### config.mk
export PLATFORM = sky130hd
export DESIGN_NAME = reg8_shift8_unit
export DESIGN_NICKNAME = d
export VERILOG_FILES = /design/src/rtl/reg8_shift8_unit_pkg.sv /design/src/rtl/reg8_shift8_unit_dff_bit.sv /design/src/rtl/reg8_shift8_unit.sv
export SDC_FILE = /design/constraint.sdc
export NUM_CORES = 1
export LEC_CHECK = 0
export ABC_AREA = 1
export BUFFER_PORTS_ARGS = -buffer_cell sky130_fd_sc_hd__buf_2
export CAP_MARGIN = 20
export CORE_AREA = 2 2 39 41
export DETAILED_ROUTE_END_ITERATION = 8
export DIE_AREA = 0 0 41 43
export GPL_TIMING_DRIVEN = 0
export SLEW_MARGIN = 20
export SYNTH_ARGS = -nofsm -noshare
export SYNTH_HDL_FRONTEND = slang
export SYNTH_HIERARCHICAL = 1
export SYNTH_SLANG_ARGS = --single-unit
export TNS_END_PERCENT = 1
### constraint.sdc
create_clock -name clk -period 0.8 [get_ports clk]
set_input_delay 0.04 -clock clk [delete_from_list [all_inputs] [get_ports clk]]
set_output_delay 0.04 -clock clk [all_outputs]
set_load 0.1 [all_outputs]
### src/rtl/reg8_shift8_unit_pkg.sv
// rtl/reg8_shift8_unit_pkg.sv - shared constants for the register/shift storage block
//
// Purpose: holds the default data width used by reg8_shift8_unit and its bench.
// Contents: WIDTH_DEFAULT only; the block needs no typedefs.
package reg8_shift8_unit_pkg;

  // Default width of both the parallel register and the shift register.
  localparam int WIDTH_DEFAULT = 8;

endpackage : reg8_shift8_unit_pkg

### src/rtl/reg8_shift8_unit_dff_bit.sv
// rtl/reg8_shift8_unit_dff_bit.sv - 1-bit D flip-flop cell with synchronous active-low clear
//
// Purpose: single storage cell; the parallel register is built from WIDTH of these.
// Ports:
//   clk - clock, captures on rising edge
//   rst - synchronous reset, active-low; clears q to 0 on a rising edge
//   d   - data bit captured when rst is high
//   q   - registered data bit
module dff_bit (
  input  logic clk,
  input  logic rst,
  input  logic d,
  output logic q
);

  always_ff @(posedge clk) begin
    if (!rst) begin
      q <= 1'b0;
    end else begin
      q <= d;
    end
  end

endmodule : dff_bit

### src/rtl/reg8_shift8_unit.sv
// rtl/reg8_shift8_unit.sv - parallel-load register plus serial-in/parallel-out shift register
//
// Purpose: two independent WIDTH-bit registers on one clock and one reset.
//   The parallel register is built from per-bit dff_bit cells; the shift
//   register is behavioural and shifts left with new bits entering at the LSB.
// Ports:
//   clk       - clock, all state updates on rising edge
//   rst       - synchronous reset, active-low; clears both registers
//   in        - parallel data, captured into out one edge later
//   shift_in  - serial data bit, shifted into shift_out[0]
//   out       - parallel register contents
//   shift_out - shift register contents
module reg8_shift8_unit
  import reg8_shift8_unit_pkg::*;
#(
  parameter int WIDTH = WIDTH_DEFAULT
) (
  input  logic             clk,
  input  logic             rst,
  input  logic [WIDTH-1:0] in,
  input  logic             shift_in,
  output logic [WIDTH-1:0] out,
  output logic [WIDTH-1:0] shift_out
);

  // Parallel register: one cell per bit, each wired straight to clk and rst
  // so its behaviour matches a plain WIDTH-bit register bit for bit.
  genvar gi;
  generate
    for (gi = 0; gi < WIDTH; gi++) begin : g_par_bit
      dff_bit u_bit (
        .clk (clk),
        .rst (rst),
        .d   (in[gi]),
        .q   (out[gi])
      );
    end
  endgenerate

  // Shift register: MSB is dropped, shift_in enters at bit 0.
  logic [WIDTH-1:0] shift_q;
  logic [WIDTH-1:0] shift_d;

  always_comb begin
    shift_d = {shift_q[WIDTH-2:0], shift_in};
  end

  always_ff @(posedge clk) begin
    if (!rst) begin
      shift_q <= '0;
    end else begin
      shift_q <= shift_d;
    end
  end

  assign shift_out = shift_q;

endmodule : reg8_shift8_unit

==> flow_summary.ini, run 1 <==
[run_status]
run_status = finished with violations
violations = setup timing

[timing]
final-setup-viol-count = 16
skew_ps = 4.78
slew_headroom_pct = 90.0
fin_crit_ps = 853
fmax_mhz = 1170
rsz0062_at_grt = true
worst_slew_pin_slew_ps = 151
tns_ps = -696
hold_slack_ps = 40.5
fin_crit_sh_pct = 107
finalWorstSetupSlack_ps = -53.3
drv_slew = 0
finalHoldViolations = 0

[final_layout]
drive_gt1_share_pct = 52.9
fin_util_pct = 70.0
area_delta_synth_final_pct = 117
n_antenna_cell = 0
layout.nets = 100

[placement]
place_ws_ps = 32.0
routabilityCongestion = 0.541
hpwl_um = 536
port_buffers = 26

[drt]
wl_um = 1050
drc = 0
viasPerCell = 3.98
drt_iter0_drc = 8
antenna_left = 0
dr.pass1.iters = 4
vias = 410
wl_per_cell_um = 10.2

[logic_synthesis]
synthAdderAreaFrac_pct = 0
muxShareOfSynthArea_pct = 0
synthSimpleGateAreaFrac_pct = 13.5
synth_compound_area_share_pct = 0
seq_area_frac_synth_pct = 71.9
synth_cell_types = 4
synthesis.nets = 60
ys_seq_elements = 16
syn_area_um2 = 445
ys_warn_count = 6
synth_top_family_by_area = buffers and inverters
avgSynthCellArea_um2 = 9.09
synth_cells = 49
synth_xor_area_share_pct = 0

[flow_run]
cap_violations = 0

[worst_setup_path]
worstSetupPathDepth = 1
max_stage_delay_ps = 360
worst-path-max-fanout = 1
crit_path_start = g_par_bit[5].u_bit/q$_SDFF_PN0_
arrival_ps = 810
crit_path_end_kind = primary output
r2r_end = shift_out[6]$_SDFF_PN0_
worstReg2RegStart = shift_out[5]$_SDFF_PN0_
crit_end = out[5]
worst_path_dominant_cell_family = flip-flops
slowest_stage = dfxtp_2
regToRegSetupSlack_ps = 250
crit_buf_inv = 1
critical_path_class = flop to primary output
crit_chain = buf_12
critPathLaunchType = flop
r2r_cells = 2
crit_required_ps = 760

[power_and_ir_drop]
combPwrFrac_pct = 25.3
power_switching_uw = 518
internal_power_mw = 1.17
switching_share_pct = 30.6
p_clk_share_pct = 24.0
pwr-share-seq_pct = 50.7
power_density_mw_per_mm2 = 1750
ir_drop_mv = 1.23
finalPower_mw = 1.69
p_leak_nw = 0.532

[floorplanning]
core_area_mm2 = 0.00138
start_util_pct = 32.2
rows = 14
die_width_um = 41
io_pins = 27
die_area_mm2 = 0.00176
die_y_um = 43

[clock_tree]
clock_tree.root_cell = clkbuf_4
cts_made_buffers = 3
htreeDepth = 1
cts_tree = built
cts.path.max_buffers = 2
clkLatencyLatePin_ps = 280
clkTransAtPathRegs_ps = 90
cts_num_sinks = 16

[grt]
grt_max_degree = 10
grt.total_usage_pct = 14.4
antenna_found_initial = 0
grt_remaining_overflow = 0
grt_pass1_vias = 377
grt_pass1_wl_um = 1560

[worst_hold_path]
hp-class = input port to flop
cell usage after synthesis, drive strengths merged:
library cell,count,area (um^2)
buf,1,5.00
nand2,16,60.1
dfxtp,16,320
inv,16,60.1
through the flow:
step           std cells  area, um^2
4_1_cts              103         968
6_report             103         968
2_1_floorplan         49         455
5_1_grt              103         968
3_3_place_gp          91         606
3_5_place_dp          91         606
flip-flops by register name, indices dropped and copies added, names as in the netlist:
signal / cells
g_par_bit.u_bit/q: 8
shift_out: 8
cells in the final DEF, fill, tap and decap left out:
cell | Yosys | routed
dlygate4sd3_1 | 0 | 9
buf_2 | 1 | 11
buf_12 | 0 | 16
clkbuf_4 | 0 | 3
inv_1 | 16 | 16
nand2_1 | 16 | 16
dfxtp_2 | 0 | 16
worst min-delay path by stage:
stage / end / start / depth (start not counted) / slack, ps
2_1_floorplan: g_par_bit[0].u_bit/q$_SDFF_PN0_ / in[0] / 2 / 130
3_3_place_gp: g_par_bit[4].u_bit/q$_SDFF_PN0_ / in[4] / 3 / 220
3_5_place_dp: g_par_bit[7].u_bit/q$_SDFF_PN0_ / in[7] / 3 / 220
4_1_cts: g_par_bit[7].u_bit/q$_SDFF_PN0_ / rst / 3 / 40
5_1_grt: g_par_bit[7].u_bit/q$_SDFF_PN0_ / rst / 3 / 40
6_report: g_par_bit[4].u_bit/q$_SDFF_PN0_ / rst / 3 / 40
power groups by stage:
| stage | Combinational, mW | Clock [mW] | Sequential, mW |
|---|---|---|---|
| after floorplan | 0.0248 | 0 | 1.07 |
| after global placement | 0.298 | 0 | 0.853 |
| after detailed placement | 0.300 | 0 | 0.853 |
| after CTS | 0.425 | 0.422 | 0.857 |
| after global routing | 0.444 | 0.455 | 0.861 |
| final | 0.428 | 0.405 | 0.858 |
area by class of cell:
type / count / area [um^2]
sequential: 16 / 340
multi-input combinational: 16 / 60.1
tap: 16 / 20.0
clock buffer: 3 / 22.5
fill: 104 / 415
buffer: 1 / 5.00
inverter: 16 / 60.1
timing repair buffer: 35 / 460
metal layers:
| layer | wire, um | track usage, % |
|---|---|---|
| met1 | 384 | 12.9 |
| met2 | 586 | 24.7 |
| met3 | 53 | 4.71 |
| met4 | 23 | 10.0 |
| met5 | 0 | 0 |
cell families after synthesis:
family        after synthesis
buf+inv                    17
flops                      16
simple gates               16
what timing repair did:
item | in CTS | in global routing
endpoints found under the hold margin | 9 | 0
buffers inserted | 0 | 0
pin swaps | 0 | 0
endpoints found under the setup margin | 16 | 16
hold buffers | 9 | 0
resized for setup | 72 | 0
(Power assumes the default switching activity.)
==> run 2: changes to the inputs <==
- PLACE_DENSITY_LB_ADDON: not set -> 0.1
==> run 2 against run 1 <==
  * Maximum frequency grew 0.12%
  * Largest power group unchanged
  * The run still ends with setup timing left
  * Combinational power is essentially flat
  * Hold slack is essentially flat
  * Critical endpoint is now shift_out[6]
==> flow_summary.ini, run 2 (synthesized netlist as in run 1, its figures left out) <==
[floorplanning]
die_width_um = 41
rows = 14
start_util_pct = 32.2
die_y_um = 43
io_pins = 27
core_area_mm2 = 0.00138
die_area_mm2 = 0.00176

[timing]
slew_headroom_pct = 90.4
finalWorstSetupSlack_ps = -52.3
finalHoldViolations = 0
final-setup-viol-count = 16
worst_slew_pin_slew_ps = 145
rsz0062_at_grt = true
fin_crit_ps = 852
fin_crit_sh_pct = 107
skew_ps = 2.54
fmax_mhz = 1170
drv_slew = 0

[run_status]
run_status = finished with violations
violations = setup timing

[final_layout]
layout.nets = 101
n_antenna_cell = 0
seqCellArea_um2 = 340
fill_cells = 107
final_cell_mix = 16 x nand2_1, 16 x inv_1, 16 x dfxtp_2, 16 x buf_12, 11 x buf_2
area_delta_synth_final_pct = 122
drive_gt1_share_pct = 53.9
multi_input_area_um2 = 60.1
postLayoutCellArea_um2 = 990

[drt]
drt_iter0_drc = 2
dr.pass1.iters = 4
wl_um = 843
vias = 392
wl_per_cell_um = 8.03
antenna_left = 0
drc = 0
viasPerCell = 3.73

[flow_run]
cap_violations = 0

[placement]
hpwl_um = 565
port_buffers = 26
placed_area_um2 = 606
routabilityCongestion = 0.568

[worst_setup_path]
arrival_ps = 810
worst-path-max-fanout = 2
critical_path_class = flop to primary output
critPathLaunchType = flop
worst_path_dominant_cell_family = flip-flops
crit_chain = buf_12
crit_required_ps = 760
crit_buf_inv = 1
slowest_stage = dfxtp_2
max_stage_delay_ps = 360
crit_path_end_kind = primary output

[power_and_ir_drop]
power_density_mw_per_mm2 = 1810
p_leak_nw = 0.545
ir_drop_mv = 1.14
finalPower_mw = 1.79

[grt]
grt.total_usage_pct = 11.0
grt_pass1_wl_um = 1300
grt_max_degree = 10
grt_remaining_overflow = 0
grt_pass1_vias = 345
antenna_found_initial = 0

[clock_tree]
clock_tree.root_cell = clkbuf_4
clkTransAtPathRegs_ps = 90
cts_tree = built
cts.path.max_buffers = 2
cts_made_buffers = 3
clkLatencyLatePin_ps = 270
htreeDepth = 1
cts_num_sinks = 16

[worst_hold_path]
hp-class = input port to flop
-- run 2: repair_timing --
action / in CTS / in global routing
resized for setup: 72 / 0
hold buffers: 9 / 0
setup buffers: 1 / 0
endpoints found under the setup margin: 16 / 16
endpoints found under the hold margin: 9 / 0
-- run 2: path summary, 6_finish.rpt --
| kind | from | end | slack, ps | depth (start not counted) |
|---|---|---|---|---|
| min | rst | g_par_bit[2].u_bit/q$_SDFF_PN0_ | 40 | 3 |
| max | shift_out[6]$_SDFF_PN0_ | shift_out[6] | -50 | 1 |
| max reg2reg | shift_out[1]$_SDFF_PN0_ | shift_out[2]$_SDFF_PN0_ | 150 | 3 |
| min reg2reg | shift_out[5]$_SDFF_PN0_ | shift_out[6]$_SDFF_PN0_ | 450 | 2 |
-- run 2: area by class of cell --
cell class	count	share of cell area, %
timing repair buffer	36	47.3
sequential	16	34.4
multi-input combinational	16	6.07
inverter	16	6.07
clock buffer	4	3.67
tap	16	2.02
buffer	1	0.506
-- run 2: routing by layer --
metal / track usage, % / part of all wire, %
met1: 11.2 / 39
met2: 18.8 / 55
met3: 3.14 / 5.9
met4: 6.00 / 0
met5: 0 / 0
-- run 2: stage by stage --
stage                     hold slack, ps  std cells  util (%)  TNS (ps)  setup WS, ps
after CTS                           35.3        105      71.5      -852         -63.6
after global routing                46.0        105      71.5     -1190         -92.7
after floorplan                      133         49         -     -1520          -149
after detailed placement             221         91      43.8         0          31.5
final                               40.4        105      71.5      -638         -52.3
after global placement               219         91      43.8         0          36.5
-- run 2: power by group --
group          switching, mW  leakage [nW]  internal [mW]
sequential            0.0255         0.137          0.832
combinational          0.258         0.386          0.168
clock                  0.232        0.0210          0.276
total                  0.515         0.545           1.28
==> run 3: changes to the inputs <==
- SLEW_MARGIN: 20 -> not set
- SYNTH_HIERARCHICAL: 1 -> not set
==> run 3 against run 2 <==
  * The run still ends with setup timing left
  * Global-route usage is 4.3 points higher
  * Sequential power about the same
  * Register-to-register slack is essentially flat
  * Hold slack gained 410 ps
  * Combinational power increased by 6.3%
  * Critical path depth stayed put
  * Utilization rose by 3.9 points
  * Synthesized cell count increased by 18%
  * Flip-flop and latch count did not move
  * Sequential share of layout area shrank 1.5 points
  * First-iteration DRC count increased by 50%
  * Worst setup slack lost 11 ps
  * Largest cell class unchanged
==> flow_summary.ini, run 3 <==
[worst_setup_path]
arrival_ps = 820
worst_path_dominant_cell_family = flip-flops
crit_path_end_kind = primary output
crit_buf_inv = 1
slowest_stage = dfxtp_2
crit_chain = buf_12
crit_path_start = shift_out[2]$_SDFF_PN0_
crit_required_ps = 760
worst-path-max-fanout = 2
worstReg2RegStart = shift_out[3]$_SDFF_PN0_
critPathLaunchType = flop
critical_path_class = flop to primary output
max_stage_delay_ps = 370

[logic_synthesis]
avgSynthCellArea_um2 = 9.38
synth_area_leaders = dfxtp_1 59%, buf_4 11%, inv_1 11%
yosys.area.top_type = dfxtp_1
ys_warn_count = 0
seq_area_frac_synth_pct = 58.9
synth_top_area_share_pct = 58.9
synth_cells = 58
synth_edf_count = 0
ys_seq_elements = 16
ys_async_sr_fraction_pct = 0
ys_top_cells_by_count = 16 x dfxtp_1, 16 x inv_1, 11 x nand2_1
synth_cell_types = 7
syn_area_um2 = 544
synthesis.nets = 69
ys.flop_type = dfxtp_1

[power_and_ir_drop]
ir_drop_mv = 1.29
power_density_mw_per_mm2 = 1740
p_leak_nw = 0.565

[grt]
grt_pass1_vias = 423
grt_max_degree = 11
antenna_found_initial = 0
grt_pass1_wl_um = 1680
grt_remaining_overflow = 0
grt.total_usage_pct = 15.3

[final_layout]
final_common_cell = buf_12
layout.nets = 103
instances_no_fill = 107
final_cell_mix = 17 x buf_12, 16 x inv_1, 15 x dfxtp_2
n_antenna_cell = 0
seqCellArea_um2 = 343
drive_gt1_share_pct = 59.3
multi_input_area_um2 = 72.6
fill_cells = 98
area_delta_synth_final_pct = 91.7
fin_util_pct = 75.4

[placement]
placed_cells = 99
hpwl_um = 534
port_buffers = 25
routabilityCongestion = 0.525

[drt]
drt_iter0_drc = 3
viasPerCell = 3.81
dr.pass1.iters = 2
drc = 0
vias = 408
wl_per_cell_um = 9.94
antenna_left = 0
wl_um = 1060

[floorplanning]
io_pins = 27
rows = 14
die_area_mm2 = 0.00176
die_y_um = 43
start_util_pct = 39.3
core_area_mm2 = 0.00138
die_width_um = 41

[clock_tree]
cts.path.max_buffers = 2
clock_tree.root_cell = clkbuf_4
cts_num_sinks = 16
cts_tree = built
clkTransAtPathRegs_ps = 90
cts_made_buffers = 3
htreeDepth = 1
clkLatencyLatePin_ps = 280

[worst_hold_path]
worstHoldStart = shift_out[4]$_SDFF_PN0_
hp-class = flop to flop

[timing]
worst_slew_pin_slew_ps = 88.3
rsz0062_at_grt = true
hold_slack_ps = 455
slew_headroom_pct = 94.1
final-setup-viol-count = 16
tns_ps = -719
finalHoldViolations = 0
skew_ps = 1.11
fin_crit_ps = 863
fmax_mhz = 1160
finalWorstSetupSlack_ps = -62.8
fin_crit_sh_pct = 108
drv_slew = 0

[flow_run]
cap_violations = 0

[run_status]
run_status = finished with violations
violations = setup timing
run 3: through the flow:
| step | worst slack [ps] | cell area, um^2 | total power [mW] |
|---|---|---|---|
| finish | -62.8 | 1040 | 1.82 |
| global route | -89.8 | 1040 | 1.89 |
| CTS | -80.0 | 1030 | 1.85 |
| detailed placement | -29.3 | 699 | 1.20 |
| global placement | -20.3 | 699 | 1.20 |
| floorplan | -48.0 | 554 | 1.15 |
run 3: worst paths after layout:
check	endpoint	slack, ps	cells past startpoint
min	shift_out[5]$_SDFF_PN0_	460	2
min reg2reg	shift_out[5]$_SDFF_PN0_	460	2
max reg2reg	shift_out[4]$_SDFF_PN0_	140	3
max	shift_out[2]	-60	1
run 3: cell type report:
type                       instances  share of cell area (%)
clock buffer                       4                    3.48
sequential                        16                    32.9
buffer                             2                    3.00
inverter                          16                    5.76
tap                               16                    1.92
multi-input combinational         16                    6.95
timing repair buffer              37                    46.0
run 3: repair_timing:
action / in CTS / in global routing
gates resized for setup: 72 / 1
endpoints found under the setup margin: 16 / 16
buffers inserted: 1 / 1
hold buffers: 10 / 0
hold endpoints to repair: 12 / 0
run 3: kinds of logic after synthesis:
logic type / Yosys count / synth area share (%)
DFF: 16 / 58.9
buffers and inverters: 26 / 27.8
and+or+nand+nor: 16 / 13.3
run 3: where the power goes:
part	switching [mW]	internal [mW]
registers	0.0261	0.829
logic	0.268	0.185
clock network	0.235	0.277
run 3: worst min-delay path, delay by kind of cell (launching register included):
| family | cells | cell delay (ps) |
|---|---|---|
| buf+inv | 1 | 30 |
| flops | 1 | 340 |
| simple gates | 1 | 60 |
run 3: per-layer routing:
metal / global-route usage, % / share of wire [%] / up-vias
li1: - / - / 214
met1: 12.9 / 35 / 178
met2: 25.9 / 58 / 14
met3: 4.19 / 5.4 / 2
met4: 14.0 / 1.6 / 0
met5: 0 / 0 / -
